### src/rtl/keypad_entry.sv
// 4x4 matrix keypad scanner: column drive, debounce FSM and 4-digit hex entry register.
// Optional two-flop row synchronizer enabled by defining KEYPAD_SYNC_EN.
module keypad_entry #(
  parameter int SCAN_DIV = 1000,
  parameter int DEBOUNCE = 4
) (
  input  logic        clk,
  input  logic        rst_n,
  input  logic [3:0]  row,
  input  logic        clr,
  output logic [3:0]  col,
  output logic [15:0] data,
  output logic [3:0]  key_code,
  output logic        key_valid
);

  localparam int DIV_W = (SCAN_DIV > 1) ? $clog2(SCAN_DIV) : 1;
  localparam int CNT_W = $clog2(DEBOUNCE + 1);
  localparam logic [DIV_W-1:0] DIV_MAX = DIV_W'(SCAN_DIV - 1);
  localparam logic [CNT_W-1:0] DEB_N   = CNT_W'(DEBOUNCE);

  typedef enum logic [1:0] {SCAN, DEB_PRESS, HELD, DEB_REL} state_t;

  state_t           state, state_n;
  logic [DIV_W-1:0] div;
  logic [CNT_W-1:0] cnt, cnt_n, cnt_inc;
  logic [1:0]       col_idx, col_idx_n;
  logic [1:0]       lat_row, lat_row_n;
  logic [1:0]       low_idx;
  logic [3:0]       row_s;
  logic [3:0]       code;
  logic             sample, any_low, lat_low, accept;

`ifdef KEYPAD_SYNC_EN
  logic [3:0] row_m, row_q;
  always_ff @(posedge clk or negedge rst_n) begin
    if (!rst_n) begin
      row_m <= 4'b1111;
      row_q <= 4'b1111;
    end else begin
      row_m <= row;
      row_q <= row_m;
    end
  end
  assign row_s = row_q;
`else
  assign row_s = row;
`endif

  assign sample = (div == DIV_MAX);

  always_ff @(posedge clk or negedge rst_n) begin
    if (!rst_n)      div <= '0;
    else if (sample) div <= '0;
    else             div <= div + 1'b1;
  end

  // Lowest-index low row wins when several rows are pulled down at once.
  always_comb begin
    low_idx = 2'd0;
    for (int i = 3; i >= 0; i--)
      if (!row_s[i]) low_idx = 2'(i);
  end

  assign any_low = ~&row_s;
  assign lat_low = ~row_s[lat_row];
  assign cnt_inc = cnt + 1'b1;

  always_ff @(posedge clk or negedge rst_n) begin
    if (!rst_n) begin
      state   <= SCAN;
      cnt     <= '0;
      col_idx <= 2'd0;
      lat_row <= 2'd0;
    end else begin
      state   <= state_n;
      cnt     <= cnt_n;
      col_idx <= col_idx_n;
      lat_row <= lat_row_n;
    end
  end

  always_comb begin
    state_n   = state;
    cnt_n     = cnt;
    col_idx_n = col_idx;
    lat_row_n = lat_row;
    accept    = 1'b0;
    if (sample) begin
      case (state)
        SCAN: begin
          if (any_low) begin
            lat_row_n = low_idx;
            cnt_n     = CNT_W'(1);
            state_n   = DEB_PRESS;
          end else begin
            col_idx_n = col_idx + 2'd1;
          end
        end
        DEB_PRESS: begin
          if (lat_low) begin
            cnt_n = cnt_inc;
            if (cnt_inc == DEB_N) begin
              accept  = 1'b1;
              state_n = HELD;
            end
          end else begin
            cnt_n     = '0;
            col_idx_n = col_idx + 2'd1;
            state_n   = SCAN;
          end
        end
        HELD: begin
          if (!lat_low) begin
            cnt_n   = CNT_W'(1);
            state_n = DEB_REL;
          end
        end
        DEB_REL: begin
          if (!lat_low) begin
            cnt_n = cnt_inc;
            if (cnt_inc == DEB_N) begin
              cnt_n     = '0;
              col_idx_n = col_idx + 2'd1;
              state_n   = SCAN;
            end
          end else begin
            cnt_n   = '0;
            state_n = HELD;
          end
        end
        default: state_n = SCAN;
      endcase
    end
  end

  function automatic logic [3:0] key_map(input logic [1:0] r, input logic [1:0] c);
    case ({r, c})
      4'b00_00: key_map = 4'h1;
      4'b00_01: key_map = 4'h2;
      4'b00_10: key_map = 4'h3;
      4'b00_11: key_map = 4'hA;
      4'b01_00: key_map = 4'h4;
      4'b01_01: key_map = 4'h5;
      4'b01_10: key_map = 4'h6;
      4'b01_11: key_map = 4'hB;
      4'b10_00: key_map = 4'h7;
      4'b10_01: key_map = 4'h8;
      4'b10_10: key_map = 4'h9;
      4'b10_11: key_map = 4'hC;
      4'b11_00: key_map = 4'hE;
      4'b11_01: key_map = 4'h0;
      4'b11_10: key_map = 4'hF;
      default:  key_map = 4'hD;
    endcase
  endfunction

  // col_idx is frozen outside SCAN, so it serves as the latched column.
  assign code = key_map(lat_row, col_idx);
  assign col  = ~(4'b0001 << col_idx);

  always_ff @(posedge clk or negedge rst_n) begin
    if (!rst_n) begin
      key_valid <= 1'b0;
      key_code  <= 4'h0;
      data      <= 16'h0000;
    end else begin
      key_valid <= accept;
      if (accept) key_code <= code;
      if (clr && accept) data <= {12'h000, code};
      else if (clr)      data <= 16'h0000;
      else if (accept)   data <= {data[11:0], code};
    end
  end

endmodule

### config.mk
export PLATFORM = sky130hd
export DESIGN_NAME = keypad_entry
export DESIGN_NICKNAME = d
export VERILOG_FILES = /design/src/rtl/keypad_entry.sv
export SDC_FILE = /design/constraint.sdc
export NUM_CORES = 1
export LEC_CHECK = 0
export CORE_UTILIZATION = 50
export DETAILED_ROUTE_END_ITERATION = 8
export PLACE_DENSITY = 0.77
export RECOVER_POWER = 25
export SLEW_MARGIN = 40
export SYNTH_ARGS = -nofsm -noshare
export SYNTH_HDL_FRONTEND = slang
export SYNTH_SLANG_ARGS = --single-unit
### constraint.sdc
create_clock -name clk -period 3.4 [get_ports clk]
set_clock_uncertainty 0.2 [all_clocks]
set_input_delay 0.34 -clock clk [delete_from_list [all_inputs] [get_ports clk]]
set_output_delay 0.34 -clock clk [all_outputs]
set_load 0.02 [all_outputs]
==> results.ini, run 1 <==
[run_status]
status = finished, violations left
violations = capacitance limit, slew limit

[worst_setup_path]
worstPathArrival_ns = 2.38
cp_cell_sequence = dlygate4sd3_1 > clkbuf_1
r2r_slack_ns = 0.82
critical_path_peak_fanout = 40
rr_endpoint = data[13]$_DFFE_PN0P_
crit_family = buffers and inverters
crit_required_ns = 3.17
end_kind = async pin
cp_slowest_stage_delay_ns = 1.50
critical_path_class = input pin to async pin
slowest_stage = clkbuf_1
cp_num_buf_inv = 2
rr_worst_depth = 5
r2r_start = lat_row[0]$_DFFE_PN0P_
startpoint_type = input pin

[worst_hold_path]
hp-class = flip-flop to flip-flop
hold_end = div[0]$_DFF_PN0_
whs_path_depth = 1
worstHoldStart = div[0]$_DFF_PN0_

[drt]
drt_iter0_drc = 115
avgRoutedWirePerCell_um = 13.44
wirelength_mm = 3.710
via_per_inst = 5.453
vias = 1505
drtAntennaViolNets = 0
remaining_drc_errors = 0
drt_first_pass_iters = 4

[place]
hpwlAfterDp_mm = 2.653
routabilityCongestion = 0.8296
port_buffers = 31

[sta]
worst_pin_slew_ns = 2.110
min_period_ns = 2.605
period_share = 0.7660
slew-limit-headroom = -0.4069
setup_viol = 0
finalSetupTns_ns = 0
drv_slew = 41
rsz0062_at_grt = no
maxClockFrequency_ghz = 0.3839
hold_viol_final = 0
hold_ws_ns = 0.2961

[die]
die_w_um = 67.11
io_pins = 32
die_y_um = 67.11
start_util = 0.5261
num_rows = 23
core_area_sq_mm = 0.004029
die_area_sq_mm = 0.004504

[yosys]
syn_inst = 194
synth.mux.area_fraction = 0.1133
synth_xor_area_frac = 0.03306
synth_cell_types = 40
synth_compound_gate_area_share = 0.1092
async_flop_share = 1.000
synth_area_per_cell_sq_um = 10.93
yosysSeqAreaShare = 0.4723
yosys_register_bits = 40
syn-cell-area_sq_mm = 0.002120
synth_fa_ha_area_frac = 0.05313
synth_top_family_by_area = simple AND/OR/NAND/NOR gates
syn-num-nets = 210
synth-simple-area-share = 0.1635
ys_warn_count = 0
synth_edf_count = 0
synth_top_flop_cell = dfrtp_1

[clock_network]
htree_levels = 2
clockBufferDepth = 2
cts_tree = built
cts_sinks = 40
numCtsBuffers = 5
cts_root_buf = clkbuf_8
insertion_delay_ns = 0.29
post-cts-setup-buffers = 0
clkTransAtPathRegs_ns = 0.07

[power_and_ir_drop]
p_sw_uw = 186.8
internal_power_uw = 658.9
power_frac_comb = 0.051
p_per_area_mw_per_mm2 = 335.1
vdd_drop_max_mv = 0.1742
pwr-share-clk = 0.381
p_seq_frac = 0.568
power_switching_share = 0.2208
p_leak_uw = 0.001077

[global_routing]
gr-total-overflow = 0
antenna_found_initial = 0
grt_pass1_vias = 1387
grt_max_degree = 41
grt_pass1_wl_mm = 6.265
gr-usage-all-layers = 0.1897

[cells_and_area]
antenna_cells = 0
area_delta_synth_final_pct = 19.07
final_common_cell = dfrtp_1
nets = 241
drive_gt1_frac = 0.05752
final_cell_mix = 40 x dfrtp_1, 30 x clkdlybuf4s50_1, 21 x nand2b_1

[run]
max_cap_violations = 1

kinds of logic after synthesis:
family | Yosys count
buf+inv | 19
simple gates | 62
mux | 21
xor+xnor | 8
compound gates | 35
flops | 40
fa+ha+maj | 9
area by class of cell:
cell class              instances  area (sq um)
clock buffers                   6         82.58
clock inverters                 2         10.01
fillers                       357          1505
inverters                      10         45.04
multi-input cells             135          1001
flip-flops and latches         40          1001
well taps                      50         62.56
repair buffers                 33         321.6
how the worst max path moves through the flow:
stage                                start              endpoint  slack, ns  depth (start not counted)
floorplan           lat_row[0]$_DFFE_PN0P_  data[10]$_DFFE_PN0P_       0.89                          9
global placement                    row[1]  data[11]$_DFFE_PN0P_       0.66                          6
detailed placement                  row[1]  data[13]$_DFFE_PN0P_       0.58                          6
CTS                 lat_row[0]$_DFFE_PN0P_  data[13]$_DFFE_PN0P_       0.81                          5
global route                         rst_n      div[3]$_DFF_PN0_       0.39                          2
finish                               rst_n   data[7]$_DFFE_PN0P_       0.80                          2
cells in the mapped netlist (5+ instances only):
library cell,n,area share
o21ai_0,9,0.021
nand3_1,6,0.014
nor2_1,8,0.014
inv_1,9,0.016
mux2i_1,18,0.085
clkbuf_1,5,0.0089
ha_1,9,0.053
nand2_1,9,0.016
dfrtp_1,40,0.47
nand2b_1,21,0.062
a21oi_1,5,0.012
power by group through the flow:
stage               logic, uW  clock network, uW  registers (uW)
floorplan                13.8                  0             492
global placement         43.2                  0             490
detailed placement       44.2                  0             490
CTS                      45.3                334             480
global route             48.3                355             480
finish                   43.3                322             480
sequential cells by signal, summed over array words and instances, names as in the netlist, named ones only:
| signal | cells |
|---|---|
| cnt | 3 |
| col_idx | 2 |
| data | 16 |
| div | 10 |
| key_code | 4 |
| key_valid | 1 |
| lat_row | 2 |
| state | 1 |
metal layers:
layer / share of wire / GRT usage / vias to the layer above
met3: 0.026 / 0.03596 / 5
met2: 0.46 / 0.2913 / 25
li1: - / - / 752
met4: 0.020 / 0.09574 / 0
met1: 0.49 / 0.2541 / 723
met5: 0 / 0 / -
per-stage QoR:
step                total power (uW)  area (sq um)  instances    util  setup WS (ns)
floorplan                      506.0          2120        194       -         0.8885
global placement               532.8          2422        267  0.6012         0.6554
CTS                            859.6          2527        276  0.6273         0.8109
global route                   883.6          2524        276  0.6264         0.3859
detailed placement             533.8          2425        267  0.6019         0.5805
finish                         845.7          2524        276  0.6264         0.7955
what timing repair did:
item | 4_1_cts | 5_1_grt
hold buffers | 1 | 0
hold endpoints to repair | 40 | 0
gates resized for setup | 0 | 0
Power figures use the tool's default switching activity.
==> inputs of run 2 (changes only) <==
clock period = 2.7 ns   (was 3.4 ns; I/O delays follow)
==> run 2 against run 1 <==
  * The run now ends clean
  * Utilization is 0.59 points higher
  * Register-to-register slack worse by 0.59 ns
  * First-iteration DRC count is 3.5% lower
==> results.ini, run 2 (same netlist as run 1, synthesis figures left out) <==
[clock_network]
insertion_delay_ns = 0.29  ; about the same
post-cts-setup-buffers = 0  ; unchanged
numCtsBuffers = 5  ; unchanged
htree_levels = 2  ; unchanged
cts_root_buf = clkbuf_8
cts_tree = built
ctsHoldBuffers = 1  ; unchanged
clkTransAtPathRegs_ns = 0.08  ; about the same
clockBufferDepth = 2  ; unchanged
post_cts_resized = 0  ; unchanged
cts_sinks = 40  ; unchanged

[run]
max_cap_violations = 0  ; -1

[sta]
period_share = 0.9151
rsz0062_at_grt = no
hold_viol_final = 0  ; unchanged
slew-limit-headroom = 0.3533  ; +0.7602
maxClockFrequency_ghz = 0.4048
worst_pin_slew_ns = 0.9701  ; -1.140 ns
finalSetupTns_ns = 0  ; unchanged
drv_slew = 0  ; -100%
min_period_ns = 2.471
setup_viol = 0  ; unchanged

[cells_and_area]
antenna_cells = 0  ; unchanged
nets = 244  ; +1.2%
multiInputGateArea_sq_mm = 0.001001  ; unchanged
final_common_cell = dfrtp_1
reg_top3 = data x16, div x10, key_code x4
fillCellCount = 364  ; +2.0%
final_cell_mix = 40 x dfrtp_1, 30 x clkdlybuf4s50_1, 21 x nand2b_1
largest-register = data
final_cell_area_sq_mm = 0.002547  ; +0.94%
area_delta_synth_final_pct = 20.19
largest_register_ffs = 16  ; unchanged
seq_area_sq_mm = 0.001001  ; unchanged
drive_gt1_frac = 0.07424  ; +0.01671

[place]
port_buffers = 31  ; unchanged
hpwlAfterDp_mm = 2.825  ; +6.5%
dpl_cell_area_sq_mm = 0.002447  ; +0.93%
routabilityCongestion = 0.8244  ; -0.63%

[worst_setup_path]
worstPathArrival_ns = 2.47  ; +0.09 ns
rr_worst_depth = 6  ; +1
rr_endpoint = data[13]$_DFFE_PN0P_
startpoint_type = flip-flop
crit_required_ns = 2.70  ; -0.47 ns
critical_path_class = flip-flop to flip-flop
r2r_slack_ns = 0.23  ; -0.59 ns
end_kind = flip-flop
r2r_start = div[0]$_DFF_PN0_
critical_path_peak_fanout = 16  ; -60%

[die]
core_area_sq_mm = 0.004029  ; unchanged
io_pins = 32  ; unchanged
die_y_um = 67.11  ; unchanged
die_w_um = 67.11  ; unchanged
die_area_sq_mm = 0.004504  ; unchanged
start_util = 0.5261  ; unchanged
num_rows = 23  ; unchanged

[power_and_ir_drop]
vdd_drop_max_mv = 0.2599  ; +49%
p_per_area_mw_per_mm2 = 419.1  ; +25%
p_leak_uw = 0.001093  ; +1.5%

[global_routing]
grt_max_degree = 41  ; unchanged
gr-usage-all-layers = 0.2020  ; +0.01233
antenna_found_initial = 0  ; unchanged
grt_pass1_vias = 1421  ; +2.5%
gr-total-overflow = 0  ; unchanged
grt_pass1_wl_mm = 6.575  ; +4.9%

[drt]
drt_first_pass_iters = 4  ; unchanged
via_per_inst = 5.584  ; +2.4%
avgRoutedWirePerCell_um = 14.20  ; +5.6%
drtAntennaViolNets = 0  ; unchanged
vias = 1558  ; +3.5%
remaining_drc_errors = 0  ; unchanged
wirelength_mm = 3.962  ; +6.8%
drt_iter0_drc = 111  ; -3.5%

[worst_hold_path]
hp-class = flip-flop to flip-flop
hold_end = div[0]$_DFF_PN0_
worstHoldStart = div[0]$_DFF_PN0_
whs_path_depth = 1  ; unchanged

[run_status]
status = completed

==> run 2: changes by cell type in the layout (fill, tap and decap cells not counted), sizes merged <==
cell / change
buf: +3
==> run 2: layout make-up <==
| class | instances | area share |
|---|---|---|
| Timing Repair Buffer | 36 | 0.1356 |
| Tap cell | 50 | 0.02456 |
| Sequential cell | 40 | 0.3929 |
| Inverter | 10 | 0.01768 |
| Clock inverter | 2 | 0.003929 |
| Clock buffer | 6 | 0.03242 |
| Multi-Input combinational cell | 135 | 0.3929 |
==> run 2: where the power goes <==
part	internal [uW]	switching, uW
combinational	24.9	31.1
clock	204	203
sequential	602	2.68
==> run 2: critical path, stage by stage, from the launching register on <==
cell	delay, ns
dfrtp_1	0.39
ha_1	0.23
nand4b_1	0.16
or3_1	0.51
or3_4	0.50
inv_8	0.15
mux2i_1	0.23
==> run 2: worst max path at each step <==
| stage | to | start | cells past startpoint | slack [ns] |
|---|---|---|---|---|
| floorplan | data[7]$_DFFE_PN0P_ | lat_row[0]$_DFFE_PN0P_ | 9 | 0.19 |
| global placement | data[13]$_DFFE_PN0P_ | row[1] | 6 | 0.19 |
| detailed placement | data[4]$_DFFE_PN0P_ | row[1] | 6 | 0.09 |
| CTS | data[13]$_DFFE_PN0P_ | lat_row[0]$_DFFE_PN0P_ | 5 | 0.23 |
| global route | data[13]$_DFFE_PN0P_ | div[0]$_DFF_PN0_ | 6 | 0.03 |
| finish | data[13]$_DFFE_PN0P_ | div[0]$_DFF_PN0_ | 6 | 0.23 |
==> run 2: through the flow <==
step           instances  total power [uW]  worst slack [ns]  hold slack, ns  utilization
2_1_floorplan        194             637.2            0.1885         -0.2256            -
3_3_place_gp         270             671.8            0.1873          0.2407       0.6068
3_5_place_dp         270             673.3           0.08573         0.07758       0.6075
4_1_cts              279              1086            0.2285          0.2866       0.6329
5_1_grt              279              1120           0.03307          0.3161       0.6323
6_report             279              1068            0.2293          0.2871       0.6323
==> run 2: per-layer routing <==
metal | track usage | vias to the layer above | share of wire
li1 | - | 759 | -
met1 | 0.2650 | 770 | 0.45
met2 | 0.3188 | 27 | 0.51
met3 | 0.05993 | 2 | 0.037
met4 | 0.06383 | 0 | 0.0056
met5 | 0 | - | 0
==> inputs of run 3 (changes only) <==
ABC_AREA = 1   (was default)
CAP_MARGIN = 20   (was default)
==> run 3 against run 2 <==
  * Worst setup slack improved by 0.23 ns
  * Global-route usage increased by 0.18 points
  * Utilization grew 1.1 points
==> results.ini, run 3 <==
[power_and_ir_drop]
power.total_uw = 1127  ; +5.6%
p_per_area_mw_per_mm2 = 435.0  ; +3.8%
p_leak_uw = 0.001357  ; +24%
vdd_drop_max_mv = 0.2146  ; -17%

[sta]
hold_viol_final = 0  ; unchanged
maxClockFrequency_ghz = 0.4460  ; +10%
setup_viol = 0  ; unchanged
slew-limit-headroom = 0.3428  ; -0.01047
min_period_ns = 2.242  ; -0.2284 ns
finalSetupTns_ns = 0  ; unchanged
drv_slew = 0  ; unchanged
period_share = 0.8305  ; -0.08458
rsz0062_at_grt = no
worst_pin_slew_ns = 0.9858  ; +0.01571 ns

[cells_and_area]
nets = 320  ; +31%
largest-register = data
antenna_cells = 0  ; unchanged
area_delta_synth_final_pct = 22.04
reg_top3 = data x16, div x10, key_code x4
final_cell_mix = 90 x nand2_1, 40 x dfrtp_1, 30 x inv_1, 30 x clkdlybuf4s50_1, 25 x nor2_1
drive_gt1_frac = 0.09180  ; +0.01757
largest_register_ffs = 16  ; unchanged
final_common_cell = nand2_1

[drt]
vias = 1757  ; +13%
drtAntennaViolNets = 0  ; unchanged
wirelength_mm = 4.069  ; +2.7%
via_per_inst = 4.949  ; -11%
drt_iter0_drc = 117  ; +5.4%
drt_first_pass_iters = 4  ; unchanged
avgRoutedWirePerCell_um = 11.46  ; -19%
remaining_drc_errors = 0  ; unchanged

[yosys]
synth_cell_types = 30  ; -25%
synth_most_common_cell = nand2_1
synth_top_cell_by_area = dfrtp_1
synth_area_leaders = dfrtp_1 47%, nand2_1 16%, ha_1 5.3%, inv_1 5.3%, o21ai_0 4.7%
synth_edf_count = 0  ; unchanged
yosys_register_bits = 40  ; unchanged
syn-num-nets = 284  ; +35%
yosysSeqAreaShare = 0.4714  ; -0.0008349
syn_inst = 268  ; +38%
synth_top_flop_cell = dfrtp_1
ys_warn_count = 0  ; unchanged
syn-cell-area_sq_mm = 0.002123  ; +0.18%
async_flop_share = 1.000  ; unchanged
netlist_top_cells_count = 90 x nand2_1, 40 x dfrtp_1, 30 x inv_1
synth_area_per_cell_sq_um = 7.923  ; -27%
yosysTopAreaCellShare = 0.4714  ; -0.0008349

[die]
die_w_um = 67.17  ; about the same
start_util = 0.5270  ; +0.0009315
num_rows = 23  ; unchanged
die_y_um = 67.17  ; about the same
core_area_sq_mm = 0.004029  ; unchanged
die_area_sq_mm = 0.004511  ; +0.16%
io_pins = 32  ; unchanged

[clock_network]
numCtsBuffers = 5  ; unchanged
post_cts_resized = 0  ; unchanged
cts_sinks = 40  ; unchanged
insertion_delay_ns = 0.29  ; about the same
cts_tree = built
clockBufferDepth = 2  ; unchanged
clkTransAtPathRegs_ns = 0.08  ; about the same
cts_root_buf = clkbuf_8
htree_levels = 2  ; unchanged

[worst_setup_path]
critical_path_peak_fanout = 6  ; -10
startpoint_type = flip-flop
r2r_slack_ns = 0.61  ; +0.38 ns
cp_slowest_stage_delay_ns = 0.63  ; +0.12 ns
cp_common_cell = inv_1
slowest_stage = clkdlybuf4s50_1
cp_cell_sequence = inv_1 > ha_1 > inv_1 > clkdlybuf4s50_1
worstPathArrival_ns = 1.77  ; -0.70 ns
critical_path_class = flip-flop to output pin
end_kind = output pin
crit_required_ns = 2.23  ; -0.47 ns

[run]
max_cap_violations = 0  ; unchanged

[global_routing]
grt_max_degree = 41  ; unchanged
top_usage_layer = met2
grt_pass1_wl_mm = 6.762  ; +2.8%
gr-usage-all-layers = 0.2038  ; +0.001793
use_met1 = 0.2630  ; -0.002008
antenna_found_initial = 0  ; unchanged
grtUsageMet3 = 0.04392  ; -0.01601
grt_pass1_vias = 1509  ; +6.2%
use_met2 = 0.3250  ; +0.006250
gr-total-overflow = 0  ; unchanged

[place]
hpwlAfterDp_mm = 2.955  ; +4.6%
port_buffers = 31  ; unchanged
routabilityCongestion = 0.8611  ; +4.5%

[run_status]
status = completed

[worst_hold_path]
hp-class = flip-flop to flip-flop

[run 3: timing repair]
item | in CTS | in global routing
setup buffers | 0 | 0
endpoints found under the hold margin | 40 | 0
hold buffers | 1 | 0
[run 3: final timing paths]
check                                       start                endpoint  depth (start not counted)
max                        col_idx[1]$_DFFE_PN0P_                  col[1]                          4
min                              div[0]$_DFF_PN0_        div[0]$_DFF_PN0_                          1
max reg2reg                    cnt[0]$_DFFE_PN0P_     data[2]$_DFFE_PN0P_                          7
min reg2reg                      div[0]$_DFF_PN0_        div[0]$_DFF_PN0_                          1
max in group asynchronous                   rst_n  lat_row[1]$_DFFE_PN0P_                          2
min in group asynchronous                   rst_n        div[1]$_DFF_PN0_                          2
[run 3: kinds of logic after synthesis]
group,Yosys count,share of synthesized area
flip-flops,40,0.4714
AND/OR/NAND/NOR,150,0.3247
XOR/XNOR,1,0.004126
buffers and inverters,38,0.07189
AO/OA/AOI/OAI,30,0.07485
adder cells (fa/ha/maj),9,0.05304
[run 3: where the power goes]
group	leakage (uW)	internal [uW]	switching (uW)
Clock	0.0000541	273	213
Combinational	0.000799	13.2	27.8
Sequential	0.000504	599	1.07
Total	0.00136	886	241
[run 3: cell type report]
cell class / instances / area, sq um
Fill cell: 384 / 1438
Sequential cell: 40 / 1001
Multi-Input combinational cell: 190 / 969.7
Timing Repair Buffer: 32 / 315.3
Inverter: 35 / 131.4
Clock buffer: 5 / 68.82
Tap cell: 50 / 62.56
Clock inverter: 3 / 42.54
[run 3: stage by stage]
step | hold slack [ns] | utilization | std cells | setup slack, ns | cell area (sq um)
floorplan | -0.2256 | - | 268 | 0.8911 | 2123
global placement | 0.2430 | 0.6130 | 346 | 0.5510 | 2470
detailed placement | 0.07767 | 0.6137 | 346 | 0.4958 | 2472
CTS | 0.2748 | 0.6438 | 355 | 0.4470 | 2594
global route | 0.2939 | 0.6432 | 355 | 0.3882 | 2591
finish | 0.2663 | 0.6432 | 355 | 0.4577 | 2591
[run 3: layer usage]
layer / wire (um) / vias to the layer above / share of wire
li1: - / 918 / -
met1: 1939 / 804 / 0.48
met2: 1933 / 30 / 0.48
met3: 133 / 5 / 0.033
met4: 63 / 0 / 0.015
met5: 0 / - / 0
[run 3: critical path: cells and delay by family (launching register included)]
family	cells	cell delay, ns
DFF	1	0.46
adders and majority gates	1	0.19
buffers and inverters	3	0.83
==> patch: new RTL, config.mk and constraints of run 1 <==
Build with the macro `KEYPAD_SYNC_EN` defined.
--- a/src/rtl/keypad_entry.sv
+++ b/src/rtl/keypad_entry.sv
@@ -1,4 +1,6 @@
 // 4x4 matrix keypad scanner: column drive, debounce FSM and 4-digit hex entry register.
 // Optional two-flop row synchronizer enabled by defining KEYPAD_SYNC_EN.
+`define KEYPAD_SYNC_EN
+
 module keypad_entry #(
   parameter int SCAN_DIV = 1000,
Behaviour: no difference found for any inputs over 10 cycles, from zero or initial values and one cycle with rst_n low; that may be too few to reach the edited logic, so the function may still have changed.
==> patch against run 1 <==
- total power is 11% higher
- highest routed layer unchanged
- routed wire length rose by 6.1%
- critical path type is now flop to flop
- clock power grew 3%
- sequential cell count is 8 higher
- setup slack lost 0.22 ns
- critical endpoint is now key_code[1]$_DFFE_PN0P_
- synthesized area is 10% higher
- cell area up 8.7%
- critical path depth is 3 higher
==> patch: results (changes against run 1) <==
[global_route]
globalRouteTotalUtil = 0.1779  ; -0.01182
grt_pass1_vias = 1469  ; +5.9%
grt_pass1_wl_um = 6851  ; +9.4%
antenna_found_initial = 0  ; unchanged
grt_max_degree = 49  ; +20%

[placed_design]
dp_slack_ns = 0.5760  ; -0.004448 ns
place_area_um2 = 2649  ; +9.2%
portBuffers = 31  ; unchanged
routabilityCongestion = 0.8563  ; +3.2%
dp_cells = 284  ; +6.4%
dpl.hpwl_um = 2788  ; +5.1%

[power_and_ir_drop]
power.density_nw_per_um2 = 342.0  ; +2.1%
p_comb_frac = 0.028  ; -0.023
p_sw_uw = 207.2  ; +11%
power.leakage_uw = 0.001184  ; +9.9%
irDropWorstVdd_v = 0.0003373  ; +94%
p_seq_uw = 582  ; +21%

[sta]
slew_headroom = 0.2443  ; +0.6512
hold_viol = 0  ; unchanged
whs_ns = 0.1585  ; -0.1376 ns
fin_crit_ns = 2.823  ; +0.2182 ns

[setup_path]
cpMaxStageDelayCell = mux4_2
crit_path_max_incr_delay_ns = 0.59  ; -0.91 ns
crit_end = key_code[1]$_DFFE_PN0P_
critPathMaxFanout = 13  ; -68%
cp.arrival_ns = 2.82  ; +0.44 ns
r2r_cells = 5  ; unchanged
cp_top_family = multiplexers
startpoint = lat_row[0]$_DFFE_PN0P_
r2r_start = lat_row[0]$_DFFE_PN0P_

[finish]
fillers = 352  ; -1.4%
diodes = 0  ; unchanged
finish.net_count = 256  ; +6.2%
final_cells = 293  ; +6.2%
seq_area_um2 = 1211  ; +21%
drive_above_1_share = 0.09544  ; +0.03791
largestRegisters = data: 16 flops, div: 10 flops

[min_path]
min-delay-path-class = flop to flop
whs_endpoint = row_q[1]$_DFF_PN1_
hold_path_depth = 0  ; -1
hp-start = row_m[1]$_DFF_PN1_

[clock_network]
htreeDepth = 2  ; unchanged
cts.clk_slew.worst_paths_ns = 0.09  ; +0.02 ns
cts_buffer_depth = 2  ; unchanged
cts_buffers = 5  ; unchanged
clk_latency_ns = 0.30

[detailed_routing]
via_per_inst = 5.280  ; -3.2%
drc = 0  ; unchanged
dr.pass1.iters = 4  ; unchanged
wl_per_cell_um = 13.43  ; about the same
dr.first_iter.drc_count = 105  ; -8.7%

[synthesis]
ys_warn_count = 0  ; unchanged
ys_seq_area_frac = 0.5174  ; +0.04512
netlist_top_cells_area = dfrtp_1 43%, dfstp_2 9.0%, mux2i_1 6.8%, nand2b_1 5.3%, ha_1 4.8%
synthTopCellsByCount = 40 x dfrtp_1, 20 x nand2b_1, 16 x mux2i_1, 15 x inv_1
synthArstFlopShare = 1.000  ; unchanged
yosysUniqueCellTypes = 41  ; +2.5%
synth_cells = 210  ; +8.2%
syn-num-nets = 226  ; +7.6%

[status]
status = completed

[patch: final cells by class]
class,instances,area share
well taps,52,0.02371
inverters,16,0.02371
flip-flops and latches,48,0.4414
repair buffers,32,0.1149
multi-input cells,137,0.3643
clock inverters,3,0.006840
clock buffers,5,0.02508
[patch: logic make-up after synthesis]
family,synth area share
compound gates,0.09514
xor+xnor,0.03367
buf+inv,0.05558
fa+ha+maj,0.04810
flops,0.5174
mux,0.09887
simple gates,0.1513
[patch: metal layers]
metal | vias to the layer above | share of wire | global-route usage
li1 | 789 | - | -
met1 | 717 | 0.51 | 0.2517
met2 | 35 | 0.43 | 0.2540
met3 | 6 | 0.043 | 0.05483
met4 | 0 | 0.019 | 0.07111
met5 | - | 0 | 0
[patch: what timing repair did]
action / in CTS / in global routing
hold buffers: 1 / 0
hold endpoints to repair: 40 / 0
resized for setup: 0 / 0
setup buffers: 0 / 0
